==> src/rtl/xlink_token_tx_pkg.sv <==
// Shared definitions for the XLink token transmitter.
// Holds the token geometry, the transmitter state encoding and the
// wire-toggle helper used when turning a token bit into a link transition.
package xlink_token_tx_pkg;

    localparam int TOKEN_WIDTH           = 9;
    localparam int TOKEN_CTRL_BIT        = 8;
    localparam int TRANSITIONS_PER_TOKEN = 10;

    typedef enum logic [1:0] {
        TX_IDLE = 2'd0,
        TX_SEND = 2'd1,
        TX_GAP  = 2'd2
    } tx_state_e;

    // A 1 is signalled by toggling wire 1, a 0 by toggling wire 0.
    function automatic logic [1:0] wire_toggle(input logic [1:0] wires, input logic bit_val);
        logic [1:0] result;
        if (bit_val) begin
            result = {~wires[1], wires[0]};
        end else begin
            result = {wires[1], ~wires[0]};
        end
        return result;
    endfunction

endpackage

==> src/rtl/xlink_token_tx_timer.sv <==
// Loadable down-counter with a zero flag.
// Ports:
//   clk, reset      - clock and asynchronous active-low reset
//   load, load_val  - load the counter (load has priority over dec)
//   dec             - decrement by one, saturating at zero
//   zero            - high while the counter holds zero
module xlink_tx_timer #(
    parameter int WIDTH = 8
) (
    input  logic             clk,
    input  logic             reset,
    input  logic             load,
    input  logic [WIDTH-1:0] load_val,
    input  logic             dec,
    output logic             zero
);

    logic [WIDTH-1:0] cnt_r;

    // Counter register: load, or count down and stick at zero.
    always_ff @(posedge clk or negedge reset) begin
        if (!reset) begin
            cnt_r <= {WIDTH{1'b0}};
        end else if (load) begin
            cnt_r <= load_val;
        end else if (dec && (cnt_r != {WIDTH{1'b0}})) begin
            cnt_r <= cnt_r - {{(WIDTH-1){1'b0}}, 1'b1};
        end
    end

    assign zero = (cnt_r == {WIDTH{1'b0}});

endmodule

==> src/rtl/xlink_token_tx.sv <==
// XLink token transmitter: pops 9-bit tokens from a first-word-fall-through
// FIFO and sends each as 10 wire transitions (ctrl bit, data MSB first, then a
// terminator returning both wires to 00).
// Ports:
//   clk, reset   - clock and asynchronous active-low reset
//   enable       - permits fetching a new token (sampled only when idle)
//   fifo_dout    - FIFO head token, bit 8 = control flag
//   fifo_empty   - FIFO empty flag
//   fifo_rd_en   - combinational one-cycle pop strobe
//   tx_wire      - link wires {w1,w0}
//   busy         - high while a token is being sent or in the post-token gap
//   tok_count    - completed-token counter, wraps
module xlink_token_tx
    import xlink_token_tx_pkg::*;
#(
    parameter int BIT_DELAY = 4,
    parameter int TOKEN_GAP = 2,
    parameter int CNT_WIDTH = 16
) (
    input  logic                   clk,
    input  logic                   reset,
    input  logic                   enable,
    input  logic [TOKEN_WIDTH-1:0] fifo_dout,
    input  logic                   fifo_empty,
    output logic                   fifo_rd_en,
    output logic [1:0]             tx_wire,
    output logic                   busy,
    output logic [CNT_WIDTH-1:0]   tok_count
);

    localparam logic [7:0] BIT_RELOAD = 8'(BIT_DELAY - 1);
    localparam logic [7:0] GAP_RELOAD = (TOKEN_GAP > 0) ? 8'(TOKEN_GAP - 1) : 8'd0;
    localparam logic       GAP_EN     = (TOKEN_GAP > 0) ? 1'b1 : 1'b0;
    // idx_r counts data bits already sent; IDX_TERM means only the
    // terminator is left, IDX_DONE means the terminator has gone out.
    localparam logic [3:0] IDX_TERM   = 4'(TRANSITIONS_PER_TOKEN - 2);
    localparam logic [3:0] IDX_DONE   = 4'(TRANSITIONS_PER_TOKEN - 1);

    tx_state_e               state_r, next_state_s;
    logic [TOKEN_CTRL_BIT-1:0] data_r;
    logic [3:0]              idx_r;
    logic [1:0]              tx_wire_r;
    logic                    busy_r;
    logic [CNT_WIDTH-1:0]    tok_count_r;

    logic fetch_req_s, fetch_s, fire_s, done_s;
    logic bit_load_s, bit_dec_s, bit_zero_s;
    logic gap_load_s, gap_dec_s, gap_zero_s;

    assign fetch_req_s = (state_r == TX_IDLE) && enable && !fifo_empty;
    assign fifo_rd_en  = fetch_req_s;

    xlink_tx_timer #(.WIDTH(8)) u_bit_timer (
        .clk      (clk),
        .reset    (reset),
        .load     (bit_load_s),
        .load_val (BIT_RELOAD),
        .dec      (bit_dec_s),
        .zero     (bit_zero_s)
    );

    xlink_tx_timer #(.WIDTH(8)) u_gap_timer (
        .clk      (clk),
        .reset    (reset),
        .load     (gap_load_s),
        .load_val (GAP_RELOAD),
        .dec      (gap_dec_s),
        .zero     (gap_zero_s)
    );

    // State register.
    always_ff @(posedge clk or negedge reset) begin
        if (!reset) begin
            state_r <= TX_IDLE;
        end else begin
            state_r <= next_state_s;
        end
    end

    // Next-state and control decode. Transition 0 goes out on the fetch edge,
    // so SEND only handles transitions 1..9 and the completion cycle.
    always_comb begin
        next_state_s = state_r;
        fetch_s      = 1'b0;
        fire_s       = 1'b0;
        done_s       = 1'b0;
        bit_load_s   = 1'b0;
        bit_dec_s    = 1'b0;
        gap_load_s   = 1'b0;
        gap_dec_s    = 1'b0;
        case (state_r)
            TX_IDLE: begin
                if (fetch_req_s) begin
                    next_state_s = TX_SEND;
                    fetch_s      = 1'b1;
                    bit_load_s   = 1'b1;
                end else begin
                    next_state_s = TX_IDLE;
                end
            end
            TX_SEND: begin
                if (idx_r == IDX_DONE) begin
                    done_s = 1'b1;
                    if (GAP_EN) begin
                        next_state_s = TX_GAP;
                        gap_load_s   = 1'b1;
                    end else begin
                        next_state_s = TX_IDLE;
                    end
                end else if (bit_zero_s) begin
                    fire_s     = 1'b1;
                    bit_load_s = 1'b1;
                end else begin
                    bit_dec_s = 1'b1;
                end
            end
            TX_GAP: begin
                if (gap_zero_s) begin
                    next_state_s = TX_IDLE;
                end else begin
                    gap_dec_s = 1'b1;
                end
            end
            default: begin
                next_state_s = TX_IDLE;
            end
        endcase
    end

    // Datapath: shift register, transition index, wires, counter and busy.
    always_ff @(posedge clk or negedge reset) begin
        if (!reset) begin
            data_r      <= 8'd0;
            idx_r       <= 4'd0;
            tx_wire_r   <= 2'b00;
            busy_r      <= 1'b0;
            tok_count_r <= {CNT_WIDTH{1'b0}};
        end else begin
            if (fetch_s) begin
                data_r    <= fifo_dout[TOKEN_CTRL_BIT-1:0];
                idx_r     <= 4'd0;
                tx_wire_r <= wire_toggle(tx_wire_r, fifo_dout[TOKEN_CTRL_BIT]);
            end else if (fire_s) begin
                if (idx_r == IDX_TERM) begin
                    // Exactly one wire is high here; toggling it returns to 00.
                    tx_wire_r <= wire_toggle(tx_wire_r, tx_wire_r[1]);
                    idx_r     <= IDX_DONE;
                end else begin
                    tx_wire_r <= wire_toggle(tx_wire_r, data_r[TOKEN_CTRL_BIT-1]);
                    data_r    <= {data_r[TOKEN_CTRL_BIT-2:0], 1'b0};
                    idx_r     <= idx_r + 4'd1;
                end
            end
            if (done_s) begin
                tok_count_r <= tok_count_r + {{(CNT_WIDTH-1){1'b0}}, 1'b1};
            end
            busy_r <= (next_state_s != TX_IDLE);
        end
    end

    assign tx_wire   = tx_wire_r;
    assign busy      = busy_r;
    assign tok_count = tok_count_r;

endmodule
==> config.mk <==
export PLATFORM = sky130hd
export DESIGN_NAME = xlink_token_tx
export DESIGN_NICKNAME = d
export VERILOG_FILES = /design/src/rtl/xlink_token_tx_pkg.sv /design/src/rtl/xlink_token_tx_timer.sv /design/src/rtl/xlink_token_tx.sv
export SDC_FILE = /design/constraint.sdc
export NUM_CORES = 1
export LEC_CHECK = 0
export CAP_MARGIN = 20
export CORE_MARGIN = 3
export CORE_UTILIZATION = 57
export DETAILED_ROUTE_END_ITERATION = 12
export GPL_ROUTABILITY_DRIVEN = 0
export HOLD_SLACK_MARGIN = 0.12
export MAX_ROUTING_LAYER = met4
export PLACE_DENSITY = 0.82
export SLEW_MARGIN = 20
export SYNTH_ARGS = -nofsm -noshare
export SYNTH_HDL_FRONTEND = slang
export SYNTH_SLANG_ARGS = --single-unit
==> constraint.sdc <==
create_clock -name clk -period 5.6 [get_ports clk]
set_clock_uncertainty 0.1 [all_clocks]
set_input_delay 0.84 -clock clk [delete_from_list [all_inputs] [get_ports clk]]
set_output_delay 0.84 -clock clk [all_outputs]
set_load 0.05 [all_outputs]
Word-level counts from Yosys, hierarchy flattened
Index checks and enable logic that the tools add are counted.
{"block": "totals", "register_bits": 49, "out_inout_bits": 20, "wordCells": 75}
{"block": "classes", "add_sub_neg": 4, "eq_ne": 9, "muxes": 33, "bitwise": 2, "n_reduce_logical": 18}
{"cell": "two-way mux 8 bit", "count": 7}
{"cell": "adder 16 x 1 -> 16 bit (second input constant)", "count": 1}
{"cell": "logical NOT 8 bit", "count": 2}
{"cell": "two-way mux 2 bit", "count": 8}
{"cell": "nonzero test 8 bit", "count": 2}
{"cell": "subtractor 8 x 1 -> 8 bit (second input constant)", "count": 2}
{"cell": "two-way mux 1 bit", "count": 13}
{"cell": "two-way mux 4 bit", "count": 3}
{"cell": "equality test 4 bit (second input constant)", "count": 2}
{"cell": "nonzero test 2 bit", "count": 4}
{"cell": "inequality test 2 bit (second input constant)", "count": 3}
{"cell": "one-hot mux 2 bit (3 select lines)", "count": 1}
{"cell": "adder 4 x 1 -> 4 bit (second input constant)", "count": 1}
{"cell": "logical AND 1 bit", "count": 4}
{"cell": "AND reduction 4 bit", "count": 1}
{"cell": "inequality test 3 x 1 -> 1 bit (second input constant)", "count": 1}
{"cell": "inequality test 3 bit (second input constant)", "count": 1}
{"cell": "AND reduction 3 bit", "count": 1}
{"cell": "nonzero test 3 bit", "count": 1}
{"cell": "equality test 2 x 1 -> 1 bit (second input constant)", "count": 1}
{"cell": "equality test 2 bit (second input constant)", "count": 1}
{"cell": "logical NOT 2 bit", "count": 1}
{"cell": "inverter 1 bit", "count": 2}
{"cell": "one-hot mux 1 bit (2 select lines)", "count": 1}
{"cell": "other kinds (2)", "count": 2}

Logic depth before layout (Yosys ltp)
Gate-level depths: netlist of the first run.
{"block": "logic_depth", "depth_word": 7, "mapped_depth": 7, "depth_no_buf": 6}

Modules after synthesis
A second synthesis of the first run with hierarchy kept.
{"block": "unflattened", "hier_cells": 260, "area_unflattened_um2": 2617.5}
{"mod": "xlink_token_tx", "instances": 1, "cells_each": 144, "area_each_um2": 1561.5, "seq_area_each_um2": 825.8}
{"mod": "xlink_tx_timer", "instances": 2, "cells_each": 58, "area_each_um2": 528.0, "seq_area_each_um2": 200.2}

Worst setup path after synthesis of the first run
OpenSTA, ideal clock, no wires.
{"block": "synth_timing", "path_kind": "input-to-output", "startpoint": "input fifo_empty", "endpoint": "output fifo_rd_en", "arrival_time_ps": 2233, "t_required_ps": 4660, "setup_slack_ps": 2427, "stages": 4, "path_cell_list": "or4b_1 clkbuf_1 inv_2 clkbuf_1"}
{"block": "synth_via", "elab_chain_cells": 2}
{"element": "from (decl)", "line_no": "xlink_token_tx.sv:24", "text": "input logic fifo_empty,"}
{"element": "logical NOT 1 bit", "line_no": "xlink_token_tx.sv:50", "text": "assign fetch_req_s = (state_r == TX_IDLE) && enable && !fifo_empty;"}
{"element": "logical AND 1 bit", "line_no": "xlink_token_tx.sv:50"}
{"element": "to (decl)", "line_no": "xlink_token_tx.sv:25", "text": "output logic fifo_rd_en,"}
Every way passes these cells.

Worst setup path in the final report of the first run
{"block": "layout_timing", "startpoint": "input enable", "endpoint": "output fifo_rd_en"}
{"block": "layout_via", "elab_chain_cells": 2}
{"element": "from (decl)", "line_no": "xlink_token_tx.sv:22", "text": "input logic enable,"}
{"element": "logical AND 1 bit (2 in series)", "line_no": "xlink_token_tx.sv:50"}
Every way passes these cells.

==> metrics.md, run 1 <==
| Metric | Value |
|---|---|
| Area of the multi-input gates | `1180 um2` |
| Initial antenna violation count | `0` |
| Worst Hold End | `tok_count[15]` |
| Number of global-route vias before repair | `1874` |
| Largest net degree at the start of global routing | `50` |
| Crit start category | `primary input` |
| P_sw | `0.500 mW` |
| Min-delay src | `tok_count[15]` |
| Detailed Route WL | `4840 um` |
| PostCTS Resize Cnt | `0` |
| First-pass GRT wire length | `8400 um` |
| Peak VDD IR | `242 uV` |
| CTS Hold Bufs | `0` |
| CP Data Arrival Time | `3.41 ns` |
| Critical setup path kind | `in2out` |
| Sw frac | `0.401` |
| Final setup fails | `0` |
| Crit-path cells | `clkdlybuf4s50_1 -> or4b_1 -> inv_2 -> clkdlybuf4s50_1` |
| Critical R2R Launch | `u_bit_timer.cnt_r[0]` |
| Sequential fraction of the synthesis area | `0.495` |
| Port Buffers | `32` |
| CP endpoint kind | `primary output` |
| CTS max path bufs | `2` |
| Slew at the pin closest to its max-slew limit | `0.833 ns` |
| Drt wl/cell | `14.6 um` |
| Final Slew Violations | `0` |
| Nets | `302` |
| # IOs | `33` |
| P_int | `0.749 mW` |
| Cell Area, Synth | `2480 um2` |
| Tmin final | `4.35 ns` |
| Largest fanout on the critical path | `24` |
| Clock sink count | `49` |
| DR vias/cell | `5.96` |
| Via count | `1974` |
| Die Ht | `71.9 um` |
| Ys async rst share | `1.00` |
| Top FF cell, synth | `dfrtp_1` |
| Post-CTS Setup Bufs | `0` |
| Yosys cell types | `47` |
| Worst path required time | `4.66 ns` |
| FF+latch area | `1230 um2` |
| Ant. Diodes | `0` |
| Mapped Avg Cell Area | `9.95 um2` |
| Yosys top cell by area | `dfrtp_1` |
| Clk network pwr share | `0.153` |
| FF-to-FF setup slack | `3.07 ns` |
| Clock transition at path regs | `0.08 ns` |
| Logic gate share of total power | `0.404` |
| Critical path's slowest cell | `clkdlybuf4s50_1` |
| CTS H-tree depth | `2` |
| Share of cells above drive strength 1 | `0.0569` |
| Yosys reg bits | `49` |
| Fmax | `230 MHz` |
| Clock latency on the worst-skew pair | `0.30 ns` |
| Total congestion overflow | `0` |
| First-pass detailed-route iteration total | `5` |
| Yosys warns | `0` |
| # DRC | `0` |
| FP Rows | `23` |
| Area contributors post-synth | `dfrtp_1, xnor2_1, nand2_1` |
| Power Dens Cells | `429 nW/um2` |
| Worst min path class | `reg2reg` |
| Worst r2r dst | `data_r[3]` |
| Num CTS Buffers | `5` |
| GRT Util Overall | `0.212` |
| Static leakage | `1.30 nW` |
| Syn_nets | `269` |
| Post-Synthesis Cells | `249` |
| Hold Path Cell Cnt | `1` |
| Filler cell count | `304` |
| Max incr delay on CP | `0.88 ns` |
| Sequential share of power | `0.443` |
| Max-cap viol count | `0` |
| EDFF count, synth | `0` |
| Clk root buf | `clkbuf_8` |
| DR iter-0 viols | `122` |
| Placed cells | `325` |
| Setup TNS Final | `0 ns` |
| Finished Cell Area | `2910 um2` |
| Final Hold Fails | `0` |
| CTS tree | `built` |
| Relative slew slack | `0.441` |
| Synthesis-to-layout area growth | `17.5%` |
| Leading cell type in the layout, fill and taps excluded | `dfrtp_1` |
| RSZ-0062 raised after global routing | `false` |
| Post-DP HPWL | `3320 um` |
| Area post-placement | `2840 um2` |
| Cell mode on critical path | `clkdlybuf4s50_1` |
| Final ANT Viol Nets | `0` |
| Die X | `71.9 um` |
| Core area | `4090 um2` |
| Status | `finished clean` |
| Share of the synthesized area in the top cell type | `0.495` |
| Cell depth of the worst flop-to-flop path | `6` |
| Most frequent cells in the layout | `dfrtp_1, clkdlybuf4s50_1, nand2_1` |
| Non-Filler Instances | `331` |
| Tot Pwr | `1.25 mW` |
| Die Area | `5180 um2` |
| Initial Util | `0.607` |
| Fin crit share | `0.776` |
## stage by stage
stage                     setup WS, ns  hold WS (ns)  utilization
after floorplan                   2.43         0.379            -
after detailed placement          1.27         0.371        0.694
after global routing              1.17         0.404        0.713
final                             1.25         0.379        0.713
after global placement            1.30         0.361        0.694
after CTS                         1.27         0.382        0.712
## power groups by stage
stage | sequential [mW] | clock (mW) | combinational [mW]
finish | 0.554 | 0.191 | 0.504
global route | 0.573 | 0.210 | 0.574
CTS | 0.552 | 0.196 | 0.506
detailed placement | 0.558 | 0 | 0.503
global placement | 0.554 | 0 | 0.492
floorplan | 0.596 | 0 | 0.327
## cell families (layout without fill, tap and decap cells)
family	Yosys count	after routing	share of synthesized area
mux	5	5	0.0207
flops	49	49	0.495
fa+ha+maj	7	7	0.0353
simple gates	103	103	0.227
compound gates	46	46	0.120
xor+xnor	21	21	0.0742
buf+inv	18	50	0.0278
## registers in the layout, summed over array words and instances, names as in the netlist
register           flops
busy                   1
u_bit_timer.cnt_r      8
data_r                 8
idx_r                  4
tok_count             16
tx_wire                2
u_gap_timer.cnt_r      8
state_r                2
## worst max-delay path by stage
stage	start	endpoint	slack (ns)	depth (start not counted)
floorplan	fifo_empty	fifo_rd_en	2.43	4
CTS	enable	fifo_rd_en	1.27	4
finish	enable	fifo_rd_en	1.25	4
detailed placement	enable	fifo_rd_en	1.27	4
global placement	enable	fifo_rd_en	1.30	4
global route	enable	fifo_rd_en	1.17	4
## area by class of cell
type / count / area share
timing repair buffer: 33 / 0.112
tap: 50 / 0.0215
inverter: 11 / 0.0142
clock buffer: 5 / 0.0236
sequential: 49 / 0.421
multi-input combinational: 182 / 0.406
clock inverter: 1 / 0.00172
## metal layers
metal | up-vias | global-route usage | wire length [um]
met5 | - | - | 0
met4 | 0 | 0.0710 | 95
met3 | 12 | 0.0609 | 193
met2 | 40 | 0.332 | 2300
met1 | 953 | 0.268 | 2250
li1 | 969 | - | -
## critical path: cells and delay by family
family	cells	cell delay [ns]
AND/OR/NAND/NOR	1	0.78
buffers and inverters	3	1.78
## cell usage after synthesis, drive strengths merged (2+ instances only)
library cell and n:
o21ai 9, and3 5, dfrtp 49, nor2 12, a21oi 9, xor2 7
buf 2, and3b 2, o31ai 3, a211oi 9, or3 7, nand3b 4
ha 7, or2 2, or4b 2, nand2 28, nor2b 2, clkbuf 5
mux2i 4, nand2b 2, o211ai 2, nor3 8, inv 11, nor4 4
a31oi 7, nand4 6, or4 4, nand3 11, xnor2 14
No activity file was read; power rests on OpenSTA's default activity.
==> run 2, diff against run 1 <==
- CORE_UTILIZATION: 57 -> 55
- PLACE_DENSITY: 0.82 -> 0.8
- clock period: 5.6 -> 4.2 ns (I/O delays scaled with it)
==> run 2 against run 1 <==
Utilization down 1.0 points. Sequential share of layout area down 0.29 points. Cell area up 0.69%. Critical path depth unchanged. Hold slack worse by 0.046 ns. Power up 34%. First-iteration DRC count up 27%. Critical path type unchanged. Critical endpoint unchanged. Highest routed layer unchanged.
==> metrics.md, run 2 (synthesis results as in run 1) <==
| Metric | Value |
|---|---|
| Critical R2R Launch | `u_bit_timer.cnt_r[0]` |
| FF-to-FF setup slack | `1.68 ns` |
| Leading cell type in the layout, fill and taps excluded | `dfrtp_1` |
| Worst setup margin | `0.946 ns` |
| Peak VDD IR | `339 uV` |
| Tmin final | `3.25 ns` |
| Detailed Route WL | `5000 um` |
| DR iter-0 viols | `155` |
| CP Data Arrival Time | `2.52 ns` |
| Port Buffers | `32` |
| Clock sink count | `49` |
| Core area | `4170 um2` |
| Post-DP HPWL | `3540 um` |
| CTS max path bufs | `2` |
| Final setup fails | `0` |
| Largest fanout on the critical path | `2` |
| CTS Hold Bufs | `0` |
| Final Hold Fails | `0` |
| FP Rows | `23` |
| Final ANT Viol Nets | `0` |
| Max-cap viol count | `0` |
| Worst min path class | `in2async` |
| Via count | `1953` |
| RSZ-0062 raised after global routing | `false` |
| Share of cells above drive strength 1 | `0.0669` |
| Largest net degree at the start of global routing | `50` |
| Max incr delay on CP | `0.80 ns` |
| Critical setup path kind | `in2out` |
| Die X | `73.1 um` |
| # IOs | `33` |
| Worst r2r dst | `data_r[3]` |
| Worst path required time | `3.47 ns` |
| First-pass GRT wire length | `8920 um` |
| First-pass detailed-route iteration total | `4` |
| Placed cells | `328` |
| Ant. Diodes | `0` |
| Status | `finished clean` |
| WHS | `0.334 ns` |
| Power Dens Cells | `569 nW/um2` |
| Die Area | `5350 um2` |
| CTS H-tree depth | `2` |
| Total congestion overflow | `0` |
| Crit start category | `primary input` |
| Non-Filler Instances | `334` |
| Slew at the pin closest to its max-slew limit | `0.857 ns` |
| Initial antenna violation count | `0` |
| Filler cell count | `332` |
| Number of global-route vias before repair | `1936` |
| Num CTS Buffers | `5` |
| Die Ht | `73.1 um` |
| Fmax | `307 MHz` |
| Post-CTS Setup Bufs | `0` |
| CP top delay family | `buffers and inverters` |
| Synthesis-to-layout area growth | `18.3%` |
| Drt wl/cell | `15.0 um` |
| Most frequent cells in the layout | `dfrtp_1, clkdlybuf4s50_1, nand2_1` |
| Clock transition at path regs | `0.08 ns` |
| Clock latency on the worst-skew pair | `0.29 ns` |
| CTS tree | `built` |
| Clk root buf | `clkbuf_8` |
| Static leakage | `1.31 nW` |
| PostCTS Resize Cnt | `0` |
| Relative slew slack | `0.425` |
| Final core utilization | `0.703` |
| Cell depth of the worst flop-to-flop path | `6` |
| Final Slew Violations | `0` |
| CP endpoint kind | `primary output` |
| Setup TNS Final | `0 ns` |
| GRT Util Overall | `0.218` |
| Nets | `305` |
| Crit-path cells | `clkdlybuf4s50_1 -> or4b_1 -> inv_2 -> clkdlybuf4s50_1` |
| Fin crit share | `0.775` |
| CP bufs+invs | `3` |
| # DRC | `0` |
| Cell mode on critical path | `clkdlybuf4s50_1` |
| Critical path's slowest cell | `clkdlybuf4s50_1` |
| Initial Util | `0.594` |
| Max reg flops | `16` |
| DR vias/cell | `5.85` |
| Setup WS pre-CTS | `0.942 ns` |
run 2: worst reg2reg max path: cells and delay by family, from the launching register on:
| family | cells | cell delay [ns] |
|---|---|---|
| adders and majority gates | 1 | 0.15 |
| and+or+nand+nor | 2 | 1.10 |
| AOI/OAI and AO/OA | 2 | 0.54 |
| DFF | 1 | 0.39 |
| buffers and inverters | 1 | 0.11 |
run 2: power by group:
part | total (mW) | switching (mW) | internal [mW]
Combinational | 0.681 | 0.399 | 0.282
Clock | 0.252 | 0.142 | 0.110
Sequential | 0.736 | 0.127 | 0.610
run 2: metal layers:
metal  share of wire  global-route usage  wire length, um
met1            0.47               0.282             2330
met5               0                   -                0
met3           0.043              0.0496              216
met4          0.0066              0.0574               33
met2            0.48               0.348             2420
run 2: stage by stage:
| step | power [mW] | cell area (um2) |
|---|---|---|
| 6_report | 1.67 | 2930 |
| 5_1_grt | 1.81 | 2930 |
| 4_1_cts | 1.69 | 2930 |
| 3_5_place_dp | 1.43 | 2860 |
| 3_3_place_gp | 1.40 | 2860 |
| 2_1_floorplan | 1.23 | 2480 |
run 2: final cells by class:
class	instances	area (um2)	share of cell area
Clock buffer	5	68.8	0.0235
Sequential cell	49	1230	0.418
Tap cell	50	62.6	0.0213
Multi-Input combinational cell	182	1180	0.404
Timing Repair Buffer	36	345	0.118
Clock inverter	1	5.00	0.00171
Inverter	11	41.3	0.0141
run 2: worst max path at each step:
stage | end | cells past startpoint | from | slack (ns)
finish | fifo_rd_en | 4 | enable | 0.95
floorplan | fifo_rd_en | 4 | fifo_empty | 1.45
detailed placement | fifo_rd_en | 4 | enable | 0.94
global route | fifo_rd_en | 4 | enable | 0.89
CTS | fifo_rd_en | 4 | enable | 0.93
global placement | fifo_rd_en | 4 | enable | 0.94
==> run 3, diff against run 2 <==
- CORE_UTILIZATION: 55 -> 49
- PLACE_DENSITY: 0.8 -> 0.75
- clock period: 4.2 -> 2.9 ns (I/O delays scaled with it)
==> run 3 against run 2 <==
Power grew 50%. Worst setup slack lost 0.50 ns. Register-to-register slack got worse by 1.2 ns. Cell count increased by 6.9%. Cell area increased by 2.9%. Wire length about the same. Sequential power grew 45%. Non-clock buffer count increased by 4. Global-route usage decreased by 3.0 points. First-iteration DRC count decreased by 52%. Hold slack improved by 0.042 ns.
==> metrics.md, run 3 (synthesis results as in run 1) <==
| Metric | Value |
|---|---|
| Ant. Diodes | `0` |
| Worst path required time | `2.98 ns` |
| Die Ht | `77.1 um` |
| Peak VDD IR | `404 uV` |
| Final Slew Violations | `0` |
| CP endpoint kind | `flip-flop` |
| Number of global-route vias before repair | `1866` |
| Largest fanout on the critical path | `8` |
| Leading cell type in the layout, fill and taps excluded | `dfrtp_1` |
| Num CTS Buffers | `5` |
| Tot Pwr | `2.50 mW` |
| Post-DP HPWL | `3500 um` |
| FP Rows | `25` |
| PostCTS Resize Cnt | `0` |
| Via count | `1962` |
| Setup TNS Final | `0 ns` |
| Most frequent cells in the layout | `dfrtp_1, clkdlybuf4s50_1, nand2_1` |
| Die Area | `5950 um2` |
| Clk root buf | `clkbuf_8` |
| WHS | `0.376 ns` |
| Finished Cell Area | `3020 um2` |
| Crit-path cells | `inv_1 -> ha_1 -> or3b_2 -> or4_1 -> o21ai_2 -> a31oi_1` |
| Worst min path class | `reg2reg` |
| Clock latency on the worst-skew pair | `0.31 ns` |
| Final ANT Viol Nets | `0` |
| Clock transition at path regs | `0.10 ns` |
| Final Hold Fails | `0` |
| Met3 WL | `237 um` |
| Post-CTS Setup Bufs | `0` |
| Critical path's slowest cell | `or4_1` |
| First-pass GRT wire length | `8850 um` |
| Metal2 WL | `2280 um` |
| Share of cells above drive strength 1 | `0.0862` |
| Cell depth of the worst flop-to-flop path | `6` |
| DR vias/cell | `5.50` |
| CTS Hold Bufs | `1` |
| CP top delay family | `simple AND/OR/NAND/NOR gates` |
| Critical setup path kind | `reg2reg` |
| Levels on crit path | `6` |
| Relative slew slack | `0.475` |
| CP Data Arrival Time | `2.53 ns` |
| Port Buffers | `32` |
| First-pass detailed-route iteration total | `4` |
| Die X | `77.1 um` |
| Initial antenna violation count | `0` |
| CTS H-tree depth | `2` |
| Power Dens Cells | `828 nW/um2` |
| Slew at the pin closest to its max-slew limit | `0.783 ns` |
| Drt wl/cell | `14.0 um` |
| GRT Util Overall | `0.188` |
| Synthesis-to-layout area growth | `21.7%` |
| Largest net degree at the start of global routing | `29` |
| Area post-placement | `2910 um2` |
| Core area | `4820 um2` |
| Setup WS pre-CTS | `0.417 ns` |
| CTS max path bufs | `2` |
| Static leakage | `1.34 nW` |
| Total congestion overflow | `0` |
| Status | `finished clean` |
| Detailed Route WL | `5000 um` |
| Top Metal Used | `met4` |
| Tmin final | `2.45 ns` |
| Clock sink count | `49` |
| # DRC | `0` |
| Max-cap viol count | `0` |
| Nets | `309` |
| RSZ-0062 raised after global routing | `false` |
| DR iter-0 viols | `75` |
| Fin crit share | `0.846` |
| Max incr delay on CP | `0.58 ns` |
| CTS tree | `built` |
| Fmax | `407 MHz` |
| Final setup fails | `0` |
| Max reg flops | `16` |
| Met1 WL | `2420 um` |
| # IOs | `33` |
| Final core utilization | `0.626` |
| Crit start category | `flip-flop` |
| Initial Util | `0.515` |
| CP bufs+invs | `1` |
| Placed cells | `348` |
| Worst setup margin | `0.445 ns` |
| Hold Path Cell Cnt | `1` |
| Non-Filler Instances | `357` |
-- run 3: worst paths after layout --
kind / from / endpoint / slack (ns)
worst max-delay path: u_bit_timer.cnt_r[0] / data_r[5] / 0.45
worst min-delay path: tok_count[15] / tok_count[15] / 0.38
worst max register to register: u_bit_timer.cnt_r[0] / data_r[5] / 0.45
worst min register to register: tok_count[15] / tok_count[15] / 0.38
max in group asynchronous: reset / idx_r[3] / 1.40
min in group asynchronous: reset / tok_count[4] / 0.56
-- run 3: final cells by class --
| class | count | area (um2) |
|---|---|---|
| Inverter | 11 | 41.3 |
| Timing Repair Buffer | 40 | 388 |
| Clock buffer | 5 | 68.8 |
| Tap cell | 67 | 83.8 |
| Clock inverter | 3 | 25.0 |
| Multi-Input combinational cell | 182 | 1180 |
| Sequential cell | 49 | 1230 |
| Fill cell | 413 | 1800 |
-- run 3: power breakdown --
group | internal (mW) | leakage, nW | switching [mW] | total (mW)
registers | 0.883 | 0.633 | 0.186 | 1.07
clock network | 0.175 | 0.0447 | 0.250 | 0.425
logic | 0.426 | 0.665 | 0.577 | 1.00
-- run 3: routing by layer --
metal	global-route usage	vias up
met5	-	-
met4	0.0712	0
met1	0.260	938
li1	-	976
met2	0.272	44
met3	0.0423	4
